**src/rtl/core_pkg.sv**
```systemverilog
// Shared writeback types and default widths for the register-file write path.
package core_pkg;
   localparam int ADDR_WIDTH_DEF = 5;
   localparam int DATA_WIDTH_DEF = 32;
   localparam int DEPTH_DEF      = 4;

   typedef struct packed {
      logic [ADDR_WIDTH_DEF-1:0] addr;
      logic [DATA_WIDTH_DEF-1:0] data;
   } wb_entry_t;
endpackage

```
**src/rtl/wb_fifo2w1r.sv**
```systemverilog
// Circular write queue accepting up to two pushes (A then B) and one pop per cycle.
module wb_fifo2w1r
   import core_pkg::*;
#(
   parameter int AW    = ADDR_WIDTH_DEF,
   parameter int DW    = DATA_WIDTH_DEF,
   parameter int DEPTH = DEPTH_DEF,
   localparam int PW   = $clog2(DEPTH),
   localparam int CW   = PW + 1
) (
   input  logic                      clk,
   input  logic                      rst_n,
   input  logic                      push_a_i,
   input  logic [AW-1:0]             a_addr_i,
   input  logic [DW-1:0]             a_data_i,
   input  logic                      push_b_i,
   input  logic [AW-1:0]             b_addr_i,
   input  logic [DW-1:0]             b_data_i,
   input  logic                      pop_i,
   output logic [AW-1:0]             head_addr_o,
   output logic [DW-1:0]             head_data_o,
   output logic [CW-1:0]             count_o,
   output logic [DEPTH-1:0]          occ_valid_o,
   output logic [DEPTH-1:0][AW-1:0]  occ_addr_o
);
   logic [AW-1:0]    addr_q [DEPTH];
   logic [DW-1:0]    data_q [DEPTH];
   logic [DEPTH-1:0] valid_q, valid_d;
   logic [PW-1:0]    wr_ptr_q, wr_ptr_d, rd_ptr_q, rd_ptr_d, slot_b;
   logic [CW-1:0]    count_q, count_d;

   // B lands one slot after A when both push, otherwise it takes A's slot.
   always_comb begin
      slot_b   = push_a_i ? wr_ptr_q + PW'(1) : wr_ptr_q;
      wr_ptr_d = wr_ptr_q + PW'(push_a_i) + PW'(push_b_i);
      rd_ptr_d = rd_ptr_q + PW'(pop_i);
      count_d  = count_q + CW'(push_a_i) + CW'(push_b_i) - CW'(pop_i);
      valid_d  = valid_q;
      if (pop_i)    valid_d[rd_ptr_q] = 1'b0;
      if (push_a_i) valid_d[wr_ptr_q] = 1'b1;
      if (push_b_i) valid_d[slot_b]   = 1'b1;
   end

   always_ff @(posedge clk or negedge rst_n) begin
      if (!rst_n) begin
         wr_ptr_q <= '0;
         rd_ptr_q <= '0;
         count_q  <= '0;
         valid_q  <= '0;
      end else begin
         wr_ptr_q <= wr_ptr_d;
         rd_ptr_q <= rd_ptr_d;
         count_q  <= count_d;
         valid_q  <= valid_d;
      end
   end

   always_ff @(posedge clk) begin
      if (push_a_i) begin
         addr_q[wr_ptr_q] <= a_addr_i;
         data_q[wr_ptr_q] <= a_data_i;
      end
      if (push_b_i) begin
         addr_q[slot_b] <= b_addr_i;
         data_q[slot_b] <= b_data_i;
      end
   end

   assign head_addr_o = addr_q[rd_ptr_q];
   assign head_data_o = data_q[rd_ptr_q];
   assign count_o     = count_q;
   assign occ_valid_o = valid_q;

   for (genvar gi = 0; gi < DEPTH; gi++) begin : g_occ
      assign occ_addr_o[gi] = addr_q[gi];
   end
endmodule

```
**src/rtl/writeback_arbiter.sv**
```systemverilog
// Merges results from two execution pipes into one register-file write port,
// with decode-stage hazard lookup against queued writes.
module writeback_arbiter
   import core_pkg::*;
#(
   parameter int ADDR_WIDTH = ADDR_WIDTH_DEF,
   parameter int DATA_WIDTH = DATA_WIDTH_DEF,
   parameter int DEPTH      = DEPTH_DEF,
   localparam int CW        = $clog2(DEPTH) + 1
) (
   input  logic                  clk,
   input  logic                  rst_n,
   input  logic                  a_valid,
   input  logic [ADDR_WIDTH-1:0] a_addr,
   input  logic [DATA_WIDTH-1:0] a_data,
   output logic                  a_ready,
   input  logic                  b_valid,
   input  logic [ADDR_WIDTH-1:0] b_addr,
   input  logic [DATA_WIDTH-1:0] b_data,
   output logic                  b_ready,
   output logic                  wr_en,
   output logic [ADDR_WIDTH-1:0] wr_addr,
   output logic [DATA_WIDTH-1:0] wr_data,
   input  logic [ADDR_WIDTH-1:0] q1_addr,
   input  logic [ADDR_WIDTH-1:0] q2_addr,
   output logic                  q1_pend,
   output logic                  q2_pend,
   output logic [CW-1:0]         count
);
   logic                            a_push, b_push;
   logic [ADDR_WIDTH-1:0]           head_addr;
   logic [DATA_WIDTH-1:0]           head_data;
   logic [DEPTH-1:0]                occ_valid, hit1, hit2;
   logic [DEPTH-1:0][ADDR_WIDTH-1:0] occ_addr;

   // Ready depends only on registered occupancy, so B needs room for A as well.
   assign a_ready = (count < CW'(DEPTH));
   assign b_ready = (count < CW'(DEPTH - 1));

   // Writes to x0 are handshaken but never queued.
   assign a_push = a_valid && a_ready && (a_addr != '0);
   assign b_push = b_valid && b_ready && (b_addr != '0);

   wb_fifo2w1r #(
      .AW    (ADDR_WIDTH),
      .DW    (DATA_WIDTH),
      .DEPTH (DEPTH)
   ) u_fifo (
      .clk         (clk),
      .rst_n       (rst_n),
      .push_a_i    (a_push),
      .a_addr_i    (a_addr),
      .a_data_i    (a_data),
      .push_b_i    (b_push),
      .b_addr_i    (b_addr),
      .b_data_i    (b_data),
      .pop_i       (wr_en),
      .head_addr_o (head_addr),
      .head_data_o (head_data),
      .count_o     (count),
      .occ_valid_o (occ_valid),
      .occ_addr_o  (occ_addr)
   );

   assign wr_en   = (count != '0);
   assign wr_addr = wr_en ? head_addr : '0;
   assign wr_data = wr_en ? head_data : '0;

   for (genvar gi = 0; gi < DEPTH; gi++) begin : g_hit
      assign hit1[gi] = occ_valid[gi] && (occ_addr[gi] == q1_addr);
      assign hit2[gi] = occ_valid[gi] && (occ_addr[gi] == q2_addr);
   end

   assign q1_pend = (q1_addr != '0) && (|hit1);
   assign q2_pend = (q2_addr != '0) && (|hit2);
endmodule

```
**config.mk**
```make
export PLATFORM = sky130hd
export DESIGN_NAME = writeback_arbiter
export DESIGN_NICKNAME = d
export VERILOG_FILES = /design/src/rtl/core_pkg.sv /design/src/rtl/wb_fifo2w1r.sv /design/src/rtl/writeback_arbiter.sv
export SDC_FILE = /design/constraint.sdc
export NUM_CORES = 1
export LEC_CHECK = 0
export ABC_AREA = 1
export ABC_CLOCK_PERIOD_IN_PS = 3850
export CELL_PAD_IN_SITES_DETAIL_PLACEMENT = 0
export CELL_PAD_IN_SITES_GLOBAL_PLACEMENT = 2
export CORE_MARGIN = 10
export CORE_UTILIZATION = 33
export CTS_CLUSTER_DIAMETER = 150
export CTS_CLUSTER_SIZE = 30
export DETAILED_ROUTE_END_ITERATION = 6
export HOLD_SLACK_MARGIN = 0.1
export PLACE_DENSITY = 0.84
export SLEW_MARGIN = 20
export SYNTH_ARGS = -nofsm -noshare
export SYNTH_HDL_FRONTEND = slang
export SYNTH_SLANG_ARGS = --single-unit
```
**constraint.sdc**
```tcl
create_clock -name clk -period 3.85 [get_ports clk]
set_input_delay 0.5775 -clock clk [delete_from_list [all_inputs] [get_ports clk]]
set_output_delay 0.5775 -clock clk [all_outputs]
set_load 0.005 [all_outputs]
```
==> results of run 1 <==
[layout make-up]
type / count / area, um^2
Fill cell: 2816 / 16400
Sequential cell: 159 / 4720
Multi-Input combinational cell: 820 / 4080
Timing Repair Buffer: 163 / 1590
Tap cell: 378 / 473
Clock buffer: 17 / 425
Inverter: 42 / 158
Clock inverter: 15 / 138
Antenna cell: 1 / 2.50
[power groups by stage]
| stage | Combinational, mW | Sequential [mW] | Clock, mW |
|---|---|---|---|
| finish | 4.53 | 2.75 | 1.61 |
| global route | 5.02 | 2.80 | 1.72 |
| CTS | 4.61 | 2.75 | 1.64 |
| detailed placement | 4.59 | 2.79 | 0 |
| global placement | 4.56 | 2.78 | 0 |
| floorplan | 2.66 | 2.68 | 0 |
[cell usage after synthesis]
library cell / n / area [um^2]
dfrtp_1: 11 / 275
buf_4: 14 / 105
a41oi_1: 32 / 280
edfxtp_1: 148 / 4440
fa_1: 3 / 60.1
nand4_1: 148 / 926
nand2_2: 3 / 18.8
buf_6: 4 / 45.0
xor2_1: 5 / 43.8
o22ai_1: 8 / 50.1
nand3b_1: 1 / 7.51
clkbuf_1: 32 / 120
buf_1: 8 / 30.0
a31oi_4: 1 / 21.3
nand3_1: 150 / 751
inv_1: 41 / 154
clkinv_1: 1 / 3.75
nand2_1: 369 / 1390
nor3_1: 5 / 25.0
a21oi_1: 1 / 5.00
ha_1: 7 / 87.6
buf_2: 41 / 205
nor2_1: 53 / 199
nand3_2: 3 / 30.0
o21ai_0: 31 / 155
[worst max-delay path by stage]
stage | cells past startpoint | endpoint | slack [ns] | from
final | 6 | wr_addr[0] | 0.47 | u_fifo.rd_ptr_q[1]
after global routing | 6 | wr_addr[0] | 0.22 | u_fifo.rd_ptr_q[1]
after CTS | 6 | wr_addr[0] | 0.42 | u_fifo.rd_ptr_q[1]
after detailed placement | 10 | u_fifo.data_q[3][4] | 0.72 | a_addr[0]
after global placement | 10 | u_fifo.data_q[3][4] | 0.76 | a_addr[3]
after floorplan | 12 | u_fifo.count_o[2] | 0.98 | u_fifo.count_o[2]
[stage by stage]
step	cell area, um^2	cells	util
4_1_cts	11600	1594	0.413
6_report	11600	1595	0.414
3_5_place_dp	11000	1562	0.393
3_3_place_gp	11000	1562	0.393
2_1_floorplan	9430	1120	-
5_1_grt	11600	1595	0.414
[worst max-delay path, cell delays in order, from the launching register on]
cell and delay [ns]:
dfrtp_2 0.69, buf_4 0.39, nand2_1 0.26, o21ai_0 0.22, nor2_1 0.07, nor2_1 0.19, clkdlybuf4s50_1 0.56
[registers in the layout (all words and copies together) (netlist names)]
register,count
u_fifo.rd_ptr_q,2
u_fifo.wr_ptr_q,2
u_fifo.data_q,128
u_fifo.occ_valid_o,4
u_fifo.count_o,3
u_fifo.addr_q,20
[per-layer routing]
layer | share of wire | vias up | track usage
met1 | 0.44 | 4112 | 0.227
li1 | - | 4163 | -
met3 | 0.052 | 25 | 0.0296
met5 | 0 | - | 0
met4 | 0.011 | 0 | 0.0464
met2 | 0.50 | 263 | 0.314
[kinds of logic after synthesis]
| group | count (synthesis) |
|---|---|
| and+or+nand+nor | 732 |
| DFF | 159 |
| buffers and inverters | 141 |
| AOI/OAI and AO/OA | 73 |
| adders and majority gates | 10 |
| xor gates and xnor gates | 5 |
==> reports/qor.yml, run 1 <==
sta:
  hold_ws_ns: 0.517
  max_freq_mhz: 296
  finalCritPeriodShare: 0.879
  setup_ws_ns: 0.467
  rsz0062_at_grt: "false"
  finalSetupTns_ns: 0
  worst_slew_pin_slew_ns: 0.753
  slew_headroom: 0.498
  slew_violations: 0
  skew_ns: 0.00987
  hold_viol: 0
  setup_viol: 0
  fin_crit_ns: 3.38
power:
  sw_frac_of_total: 0.439
  power.total_mw: 8.90
  p_int_mw: 4.99
  vdd_drop_max_mv: 0.500
  p_comb_frac: 0.509
  p_switching_mw: 3.91
  power.leakage_nw: 4.58
  power_per_cell_area_mw_per_mm2: 768
  pwr-share-clk: 0.181
  seqPwrFrac: 0.310
clock_network:
  clockBufferDepth: 2
  hold_buffers: 0
  clk-insertion-delay-late_ns: 0.42
  cts_tree: "done"
  clkSinkCount: 159
  numCtsBuffers: 17
  cts_resized: 0
  root_buffer: "clkbuf_16"
  clk_pin_slew_ns: 0.07
  h-tree-depth: 4
  postCtsSetupBuffers: 0
global_routing:
  grtUsageTotal: 0.181
  grt_start_max_net_pins: 70
  grt_overflow: 0
  first_global_vias: 8705
  grt_pass1_wl_um: 51000
  antenna_found_initial: 1
status:
  outcome: "finished clean"
synth:
  synthMuxAreaShare: 0
  synth_cells: 1120
  ys_warn_count: 0
  ys_seq_elements: 159
  netlist_area_mm2: 0.00943
  yosys.area_share.simple: 0.354
  yosysSeqAreaShare: 0.501
  synth_top_family_by_area: "simple AND/OR/NAND/NOR gates"
  synth_fp_nets: 1218
  synth_compound_area_frac: 0.0543
  synthAdderAreaFrac: 0.0157
  synthXorXnorAreaFrac: 0.00464
  synth_cell_type_count: 25
  syn_area_per_cell_um2: 8.42
routing:
  drtPass1Iterations: 7
  post-route-drc-count: 0
  drtIter0Drc: 681
  drt_wl_total_um: 32300
  post_drt_wl_per_cell_um: 20.3
  vias: 8563
  ant_nets: 0
  routed_via_density: 5.37
placement:
  hpwl_um: 21000
  place_ws_ns: 0.716
  gp_congestion: 0.871
  io_buffer_count: 132
finish:
  mostFrequentLayoutCell: "nand2_1"
  final_cell_mix: "363 x nand2_1, 148 x nand3_1, 148 x nand4_1, 148 x edfxtp_1, 132 x clkdlybuf4s50_1"
  synthToLayoutAreaGrowth_pct: 22.9
  nets: 1301
  drive_gt1_frac: 0.0674
setup_path:
  required_ns: 3.27
  critical_path_class: "reg -> out"
  critPathMaxFanout: 26
  r2r_slack_ns: 1.08
  critPathLaunchType: "flip-flop"
  ff2ff_path_depth: 9
  cp.arrival_ns: 2.81
  r2r_start: "u_fifo.count_o[2]"
  r2r-end: "u_fifo.data_q[3][10]"
  cp-end-kind: "output port"
flow_run:
  cap_violations: 0
floorplan:
  dieArea_mm2: 0.0357
  die_h_um: 189
  die_w_um: 189
  ioPinCount: 133
  core_area_mm2: 0.0280
  fp-row-count: 61
  start_util: 0.337
min_path:
  hold_class: "in -> async"
(Power assumes the default switching activity.)
==> inputs of run 2 (changes only) <==
--- a/config.mk
+++ b/config.mk
@@ -13,5 +13,5 @@
 export CORE_UTILIZATION = 33
 export CTS_CLUSTER_DIAMETER = 150
-export CTS_CLUSTER_SIZE = 30
+export CTS_CLUSTER_SIZE = 28
 export DETAILED_ROUTE_END_ITERATION = 6
 export HOLD_SLACK_MARGIN = 0.1
==> constraint.sdc (replaced) <==
create_clock -name clk -period 3.85 [get_ports clk]
set_input_delay 0.9625 -clock clk [delete_from_list [all_inputs] [get_ports clk]]
set_output_delay 0.9625 -clock clk [all_outputs]
set_load 0.005 [all_outputs]
==> run 2 against run 1 <==
  * Combinational power grew 4%
  * Setup slack lost 0.30 ns
  * Critical endpoint is now wr_addr[3]
  * Wire length grew 2.3%
==> reports/qor.yml, run 2 (synthesis results as in run 1) <==
finish:
  drive_gt1_frac: 0.0720
  stdcell_area_mm2: 0.0117
  synthToLayoutAreaGrowth_pct: 24.3
  largest-register: "u_fifo.data_q"
  multi_input_area_mm2: 0.00408
  final_cell_mix: "363 x nand2_1, 148 x nand3_1, 148 x nand4_1, 148 x edfxtp_1, 130 x clkdlybuf4s50_1"
  num-fill-cells: 2854
  antenna_cells: 0
  regArea_mm2: 0.00472
  nets: 1307
  mostFrequentLayoutCell: "nand2_1"
  largest_reg_flops: 128
placement:
  placed_cell_area_mm2: 0.0111
  gp_congestion: 0.862
  io_buffer_count: 132
  hpwl_um: 20500
sta:
  hold_viol: 0
  finalSetupTns_ns: 0
  hold_ws_ns: 0.548
  rsz0062_at_grt: "false"
  slew_headroom: 0.489
  skew_ns: 0.0101
  fin_crit_ns: 3.68
  max_freq_mhz: 271
  worst_slew_pin_slew_ns: 0.765
  finalCritPeriodShare: 0.957
  setup_viol: 0
  slew_violations: 0
routing:
  post_drt_wl_per_cell_um: 20.7
  drt_wl_total_um: 33100
  post-route-drc-count: 0
  drtIter0Drc: 675
  drtPass1Iterations: 5
  ant_nets: 0
  routed_via_density: 5.45
  vias: 8719
setup_path:
  cp_cell_sequence: "inv_2 > nand2_1 > o21ai_0 > nor2_1 > nor2_1 > clkdlybuf4s50_1"
  crit_top_cell: "nor2_1"
  r2r-end: "u_fifo.count_o[2]"
  r2r_slack_ns: 1.24
  critPathMaxFanout: 34
  critical_path_class: "reg -> out"
  critPathLaunchType: "flip-flop"
  crit_path_max_incr_delay_ns: 0.56
  crit_slowest_cell: "inv_2"
  required_ns: 2.89
  cp.arrival_ns: 2.72
  r2r_start: "u_fifo.count_o[2]"
  ff2ff_path_depth: 11
  cp-end-kind: "output port"
clock_network:
  hold_buffers: 0
  clkSinkCount: 159
  numCtsBuffers: 17
  postCtsSetupBuffers: 0
  root_buffer: "clkbuf_16"
  clk_pin_slew_ns: 0.06
  clockBufferDepth: 2
  cts_tree: "done"
  h-tree-depth: 4
  clk-insertion-delay-late_ns: 0.42
floorplan:
  core_area_mm2: 0.0280
  fp-row-count: 61
  start_util: 0.337
  dieArea_mm2: 0.0357
  die_h_um: 189
  die_w_um: 189
  ioPinCount: 133
min_path:
  hold_class: "reg -> reg"
  hold_depth: 1
  hold_end: "u_fifo.wr_ptr_q[1]"
  hp-start: "u_fifo.wr_ptr_q[1]"
global_routing:
  grt_overflow: 0
  grt_pass1_wl_um: 51200
  antenna_found_initial: 0
  first_global_vias: 8828
  grt_start_max_net_pins: 96
  grtUsageTotal: 0.182
flow_run:
  cap_violations: 0
power:
  power_per_cell_area_mw_per_mm2: 784
  power.leakage_nw: 4.67
  vdd_drop_max_mv: 0.439
  power.total_mw: 9.19
status:
  outcome: "finished clean"
[run 2: area by class of cell]
type,instances,area share
multi-input combinational,820,0.348
clock inverter,14,0.0163
timing repair buffer,169,0.143
clock buffer,18,0.0366
sequential,159,0.403
inverter,42,0.0135
tap,378,0.0404
[run 2: timing repair]
item                                    in CTS  in global routing
endpoints found under the hold margin        0                  0
resized for setup                            0                  4
endpoints found under the setup margin       0                  6
[run 2: metal layers]
layer	routed length, um	global-route usage	vias up
met5	0	0	-
met4	703	0.0656	0
met3	1550	0.0263	45
met2	16600	0.316	279
li1	-	-	4178
met1	14200	0.226	4217
[run 2: how the worst max path moves through the flow]
stage | depth (start not counted) | start | slack, ns | to
finish | 6 | u_fifo.rd_ptr_q[1] | 0.17 | wr_addr[3]
global route | 6 | u_fifo.rd_ptr_q[1] | 0.006 | wr_addr[3]
CTS | 6 | u_fifo.rd_ptr_q[1] | 0.09 | wr_addr[0]
detailed placement | 10 | q2_addr[0] | 0.16 | q2_pend
global placement | 10 | q2_addr[0] | 0.15 | q2_pend
floorplan | 9 | a_addr[3] | 0.80 | u_fifo.addr_q[3][0]
[run 2: worst max-delay path, delay by kind of cell, from the launching register on]
kind                   cells  cell delay, ns
AOI/OAI and AO/OA          1            0.25
DFF                        1            0.42
and+or+nand+nor            3            0.56
buffers and inverters      2            1.07
[run 2: power by group]
| part | switching (mW) | total, mW | leakage (nW) | internal [mW] |
|---|---|---|---|---|
| sequential | 0.205 | 2.72 | 1.48 | 2.51 |
| combinational | 3.06 | 4.69 | 2.89 | 1.64 |
| clock | 0.693 | 1.78 | 0.299 | 1.09 |
[run 2: metrics by stage]
step	instances	setup slack (ns)	utilization
2_1_floorplan	1120	0.795	-
3_5_place_dp	1568	0.157	0.396
5_1_grt	1600	0.00611	0.418
4_1_cts	1600	0.0895	0.418
6_report	1600	0.166	0.418
3_3_place_gp	1568	0.155	0.396
==> variant 1, RTL diff (settings of run 1) <==
Change the package constant `DATA_WIDTH_DEF` from 32 to 28.
--- a/src/rtl/core_pkg.sv
+++ b/src/rtl/core_pkg.sv
@@ -1,7 +1,7 @@
 // Shared writeback types and default widths for the register-file write path.
 package core_pkg;
    localparam int ADDR_WIDTH_DEF = 5;
-   localparam int DATA_WIDTH_DEF = 32;
+   localparam int DATA_WIDTH_DEF = 28;
    localparam int DEPTH_DEF      = 4;
 
    typedef struct packed {
Interface: changed (resized a_data, b_data and wr_data); port bits go from 133 to 121. No check against the original RTL was run, so the function may have changed too.
==> variant 1 against run 1 <==
Via count is 8.2% lower; final cell count is 9.1% lower; wire length is 8.7% lower; clock power is 9% higher; clock skew is 0.0029 ns higher; global-route usage is 0.33 points lower; sequential cell count is 16 lower; core utilization is 0.46 points lower; design area is 7.5% lower; critical path depth stayed put; synthesized area is 6.3% lower; total power is 5.2% lower; setup slack better by 0.22 ns; critical endpoint is now wr_addr[3].
==> variant 1: results (changes against run 1) <==
Setup path
  – Critical Path AT: 2.58 ns (was 2.81 ns)
  – RR Endpoint: u_fifo.count_o[2] (was u_fifo.data_q[3][10])
  – Slowest cell on crit path: clkdlybuf4s50_1 (was dfrtp_2)
  – R2R depth: 12 (was 9)
  – Critical Path Max Stage Delay: 0.51 ns (was 0.69 ns)
  – R2R setup slack: 1.20 ns (was 1.08 ns)
  – CP Max Fanout: 29 (was 26)

Outcome
  – Status: finished, final reports clean (unchanged)

Finish
  – # diodes: 0 (was 1)
  – Non-Clock Buffer Count: 150 (was 163)
  – Layout clock area frac: 0.0582 (was 0.0486)
  – Multi-In Gates: 748 (was 820)
  – Layout cell share with drive strength beyond 1: 0.0762 (was 0.0674)
  – Non-clock inverter count: 43 (was 42)
  – # fillers: 2580 (was 2816)
  – Multi-input gate share of total cell area: 0.356 (was 0.352)
  – Clock buffer count: 19 (was 17)
  – Layout Nets: 1193 (was 1301)

Synth
  – Post-Synthesis Mean Instance Area: 8.65 µm² (was 8.42 µm²)
  – Largest cells by area after synthesis: edfxtp_1 (45%), nand2_1 (14%), nand4_1 (9.3%) (was edfxtp_1 (47%), nand2_1 (15%), nand4_1 (9.8%))
  – Async SR Flop Fraction: 0.0769 (was 0.0692)
  – Synth Area in Adders: 0.0167 (was 0.0157)
  – Register area share after synthesis: 0.480 (was 0.501)
  – Distinct cells, synth: 30 (was 25)
  – Post-synthesis net count: 1111 (was 1218)

Pwr
  – P_leak: 4.28 nW (was 4.58 nW)
  – Net switching power figure: 3.57 mW (was 3.91 mW)
  – Worst VDD drop: 0.397 mV (was 0.500 mV)

Route
  – Final wirelength: 29500 µm (was 32300 µm)
  – DRT iter0 DRCs: 613 (was 681)
  – Vias: 7860 (was 8563)

Global route
  – Initial antenna violation count: 0 (was 1)
  – GRT Total Usage: 0.177 (was 0.181)

Place
  – Placed inst area: 0.0101 mm² (was 0.0110 mm²)
  – Dpl ws: 0.790 ns (was 0.716 ns)
  – Routability congestion estimate from global placement: 0.868 (was 0.871)
  – Port Buffers: 120 (was 132)
  – Hpwl dp: 19300 µm (was 21000 µm)

CTS
  – CTS Sinks: 143 (was 159)

Timing
  – Slew HR: 0.532 (was 0.498)
==> variant 1: cell types whose count changed after synthesis, sizes merged, moves of 2 or more <==
cell	delta
nand2	-34
nand3	-17
edfxtp	-16
nand4	-16
clkbuf	-12
a41oi	-4
o21ai	-3
xor2	+3
inv	+2
==> variant 1: power by group through the flow <==
stage	logic (mW)	registers [mW]	clock network, mW
2_1_floorplan	2.72	2.42	0
3_3_place_gp	4.24	2.48	0
3_5_place_dp	4.25	2.48	0
4_1_cts	4.27	2.45	1.78
5_1_grt	4.67	2.49	1.85
6_report	4.22	2.45	1.76
==> variant 1: routing by layer <==
metal  part of all wire  global-route usage
met1               0.43               0.225
met2               0.50               0.302
met4              0.012              0.0511
met5                  0                   0
met3              0.057              0.0312
==> variant 1: per-stage QoR <==
stage / util / hold WS, ns / instances
2_1_floorplan: - / 0.282 / 1021
3_3_place_gp: 0.385 / 0.541 / 1419
3_5_place_dp: 0.385 / 0.540 / 1419
4_1_cts: 0.409 / 0.543 / 1450
5_1_grt: 0.409 / 0.573 / 1450
6_report: 0.409 / 0.524 / 1450
==> variant 1: worst max-delay path by stage <==
stage | from | endpoint | slack (ns) | depth (start not counted)
2_1_floorplan | u_fifo.count_o[2] | u_fifo.count_o[2] | 1.10 | 13
3_3_place_gp | b_addr[2] | u_fifo.count_o[2] | 0.78 | 10
3_5_place_dp | b_addr[2] | u_fifo.count_o[2] | 0.79 | 10
4_1_cts | u_fifo.rd_ptr_q[1] | wr_data[11] | 0.61 | 5
5_1_grt | u_fifo.rd_ptr_q[1] | wr_data[4] | 0.49 | 5
6_report | u_fifo.rd_ptr_q[1] | wr_addr[3] | 0.69 | 6
==> variant 2, RTL diff (config.mk and constraints of run 1) <==
Without the edit above. Reset style: synchronous (`rst_n`), changed in one clocked block.
--- a/src/rtl/wb_fifo2w1r.sv
+++ b/src/rtl/wb_fifo2w1r.sv
@@ -41,7 +41,7 @@
       if (push_b_i) valid_d[slot_b]   = 1'b1;
    end
 
-   always_ff @(posedge clk or negedge rst_n) begin
+   always_ff @(posedge clk) begin
       if (!rst_n) begin
          wr_ptr_q <= '0;
          rd_ptr_q <= '0;
Formal check against the unedited RTL: differs if rst_n is asserted again (counterexample within 4 cycles, from zero or initial values and one cycle with rst_n low); with rst_n held inactive, the same outputs for 4 cycles.
==> variant 2 against run 1 <==
Non-clock buffer count down 9; count of clock-buffer cells in the layout up 1; sequential cell count unchanged; setup slack worse by 0.065 ns; clock power up 3%; wire length down 18%; design area down 5.7%; sequential share of layout area up 2.0 points; total power down 13%; synthesized area down 7.5%; critical path type unchanged; via count down 17%.
==> variant 2: results (changes against run 1) <==
Finish
  – # diodes: 0 (was 1)
  – Layout cell share with drive strength beyond 1: 0.105 (was 0.0674)
  – Layout Nets: 1141 (was 1301)
  – Max FFs per register: 128 (unchanged)

Setup path
  – Crit path launch type: register (unchanged)
  – Critical Path Max Stage Delay: 0.64 ns (was 0.69 ns)
  – Delay-heaviest family, CP: buffers and inverters (unchanged)
  – CP Max Fanout: 32 (was 26)
  – Slowest cell on crit path: dfxtp_2 (was dfrtp_2)

Global route
  – First-pass GRT wire length: 41200 µm (was 51000 µm)
  – Via count of the first global-routing pass: 7307 (was 8705)
  – Initial antenna violation count: 0 (was 1)
  – Largest net degree at the start of global routing: 75 (was 70)
  – GRT Total Usage: 0.158 (was 0.181)

Place
  – Hpwl dp: 18000 µm (was 21000 µm)
  – Routability congestion estimate from global placement: 0.907 (was 0.871)
  – Placed inst area: 0.0103 mm² (was 0.0110 mm²)

Route
  – Vias: 7091 (was 8563)
  – DR WL/cell: 19.1 µm (was 20.3 µm)
  – DRT iter0 DRCs: 592 (was 681)
  – Pre-Repair DR Iteration Count: 6 (was 7)

CTS
  – Post_cts resized: 0 (unchanged)
  – Number of buffers on the longest clock path: 2 (unchanged)
  – Clk pin slew, worst setup/hold paths: 0.06 ns
  – # Post-CTS Setup Buffers: 0 (unchanged)

Worst hold path
  – Hold WC Path Type: register to register (was input port to asynchronous set/reset pin)

Synth
  – Post-synthesis net count: 1030 (was 1218)
  – Distinct cells, synth: 32 (was 25)
  – Largest cells by area after synthesis: edfxtp_1 (51%), nand2_1 (8.4%), nand3_1 (4.5%) (was edfxtp_1 (47%), nand2_1 (15%), nand4_1 (9.8%))
  – Async SR Flop Fraction: 0 (was 0.0692)
  – Top cells by instance count after synthesis: nand2_1 (195), edfxtp_1 (148), inv_1 (88), nand3_1 (79), o21ai_0 (69) (was nand2_1 (369), nand3_1 (150), edfxtp_1 (148), nand4_1 (148), nor2_1 (53))
  – Register area share after synthesis: 0.535 (was 0.501)

Timing
  – Tightest Pin Transition: 0.936 ns (was 0.753 ns)
  – Clock skew: 0.0134 ns (was 0.00987 ns)

Outcome
  – Status: finished, final reports clean (unchanged)

Pwr
  – P_leak: 4.21 nW (was 4.58 nW)
  – Worst VDD drop: 0.347 mV (was 0.500 mV)
-- variant 2: changes by cell type after synthesis, sizes merged, moves of 16 or more --
cell   delta
o21ai   +140
inv      +47
a41oi    -32
nand3    -69
buf      -26
a22oi    +32
a31oi    +31
nand4   -148
o22ai    +16
nand2   -174
-- variant 2: power breakdown --
| group | internal [mW] | switching [mW] |
|---|---|---|
| Clock | 0.954 | 0.704 |
| Sequential | 2.52 | 0.224 |
| Combinational | 1.35 | 1.96 |
-- variant 2: worst register-to-register path: cells and delay by family (launching register included) --
kind	cells	cell delay (ns)
buffers and inverters	3	0.32
and+or+nand+nor	5	0.65
adders and majority gates	4	1.29
DFF	1	0.44
AOI/OAI and AO/OA	1	0.15
-- variant 2: layout make-up --
type                       count  area, µm²
tap                          335        419
fill                        2570      15100
clock inverter                14        143
sequential                   159       4670
clock buffer                  18        429
inverter                      89        334
timing repair buffer         154       1550
multi-input combinational    622       3380
-- variant 2: per-layer routing --
metal	GRT usage	vias to the layer above	wire length (µm)
met5	0	-	0
met4	0.0524	0	407
met3	0.0295	30	1450
met2	0.270	236	12900
met1	0.196	3309	11900
li1	-	3516	-
-- variant 2: cells by family (layout without fill, tap and decap cells) --
family / count (synthesis) / count (layout) / share of synthesized area
flops: 159 / 159 / 0.535
fa+ha+maj: 10 / 10 / 0.0169
xor+xnor: 4 / 4 / 0.00402
simple gates: 333 / 333 / 0.162
buf+inv: 151 / 275 / 0.0865
compound gates: 275 / 275 / 0.195
-- variant 2: worst paths after layout --
kind	start	endpoint	slack (ns)	depth (start not counted)
setup / recovery	u_fifo.rd_ptr_q[1]	wr_data[2]	0.40	5
hold / removal	u_fifo.wr_ptr_q[1]	u_fifo.wr_ptr_q[1]	0.56	2
setup reg to reg	u_fifo.count_o[2]	u_fifo.count_o[2]	0.97	13
hold reg to reg	u_fifo.wr_ptr_q[1]	u_fifo.wr_ptr_q[1]	0.56	2
-- variant 2: through the flow --
step | std cells | worst slack [ns] | setup TNS (ns) | utilization | total power [mW]
after floorplan | 932 | -0.272 | -40.32 | - | 4.55
after global placement | 1359 | 0.537 | 0 | 0.397 | 6.11
after detailed placement | 1359 | 0.491 | 0 | 0.397 | 6.13
after CTS | 1391 | 0.424 | 0 | 0.419 | 7.79
after global routing | 1391 | 0.256 | 0 | 0.419 | 8.20
final | 1391 | 0.402 | 0 | 0.419 | 7.71
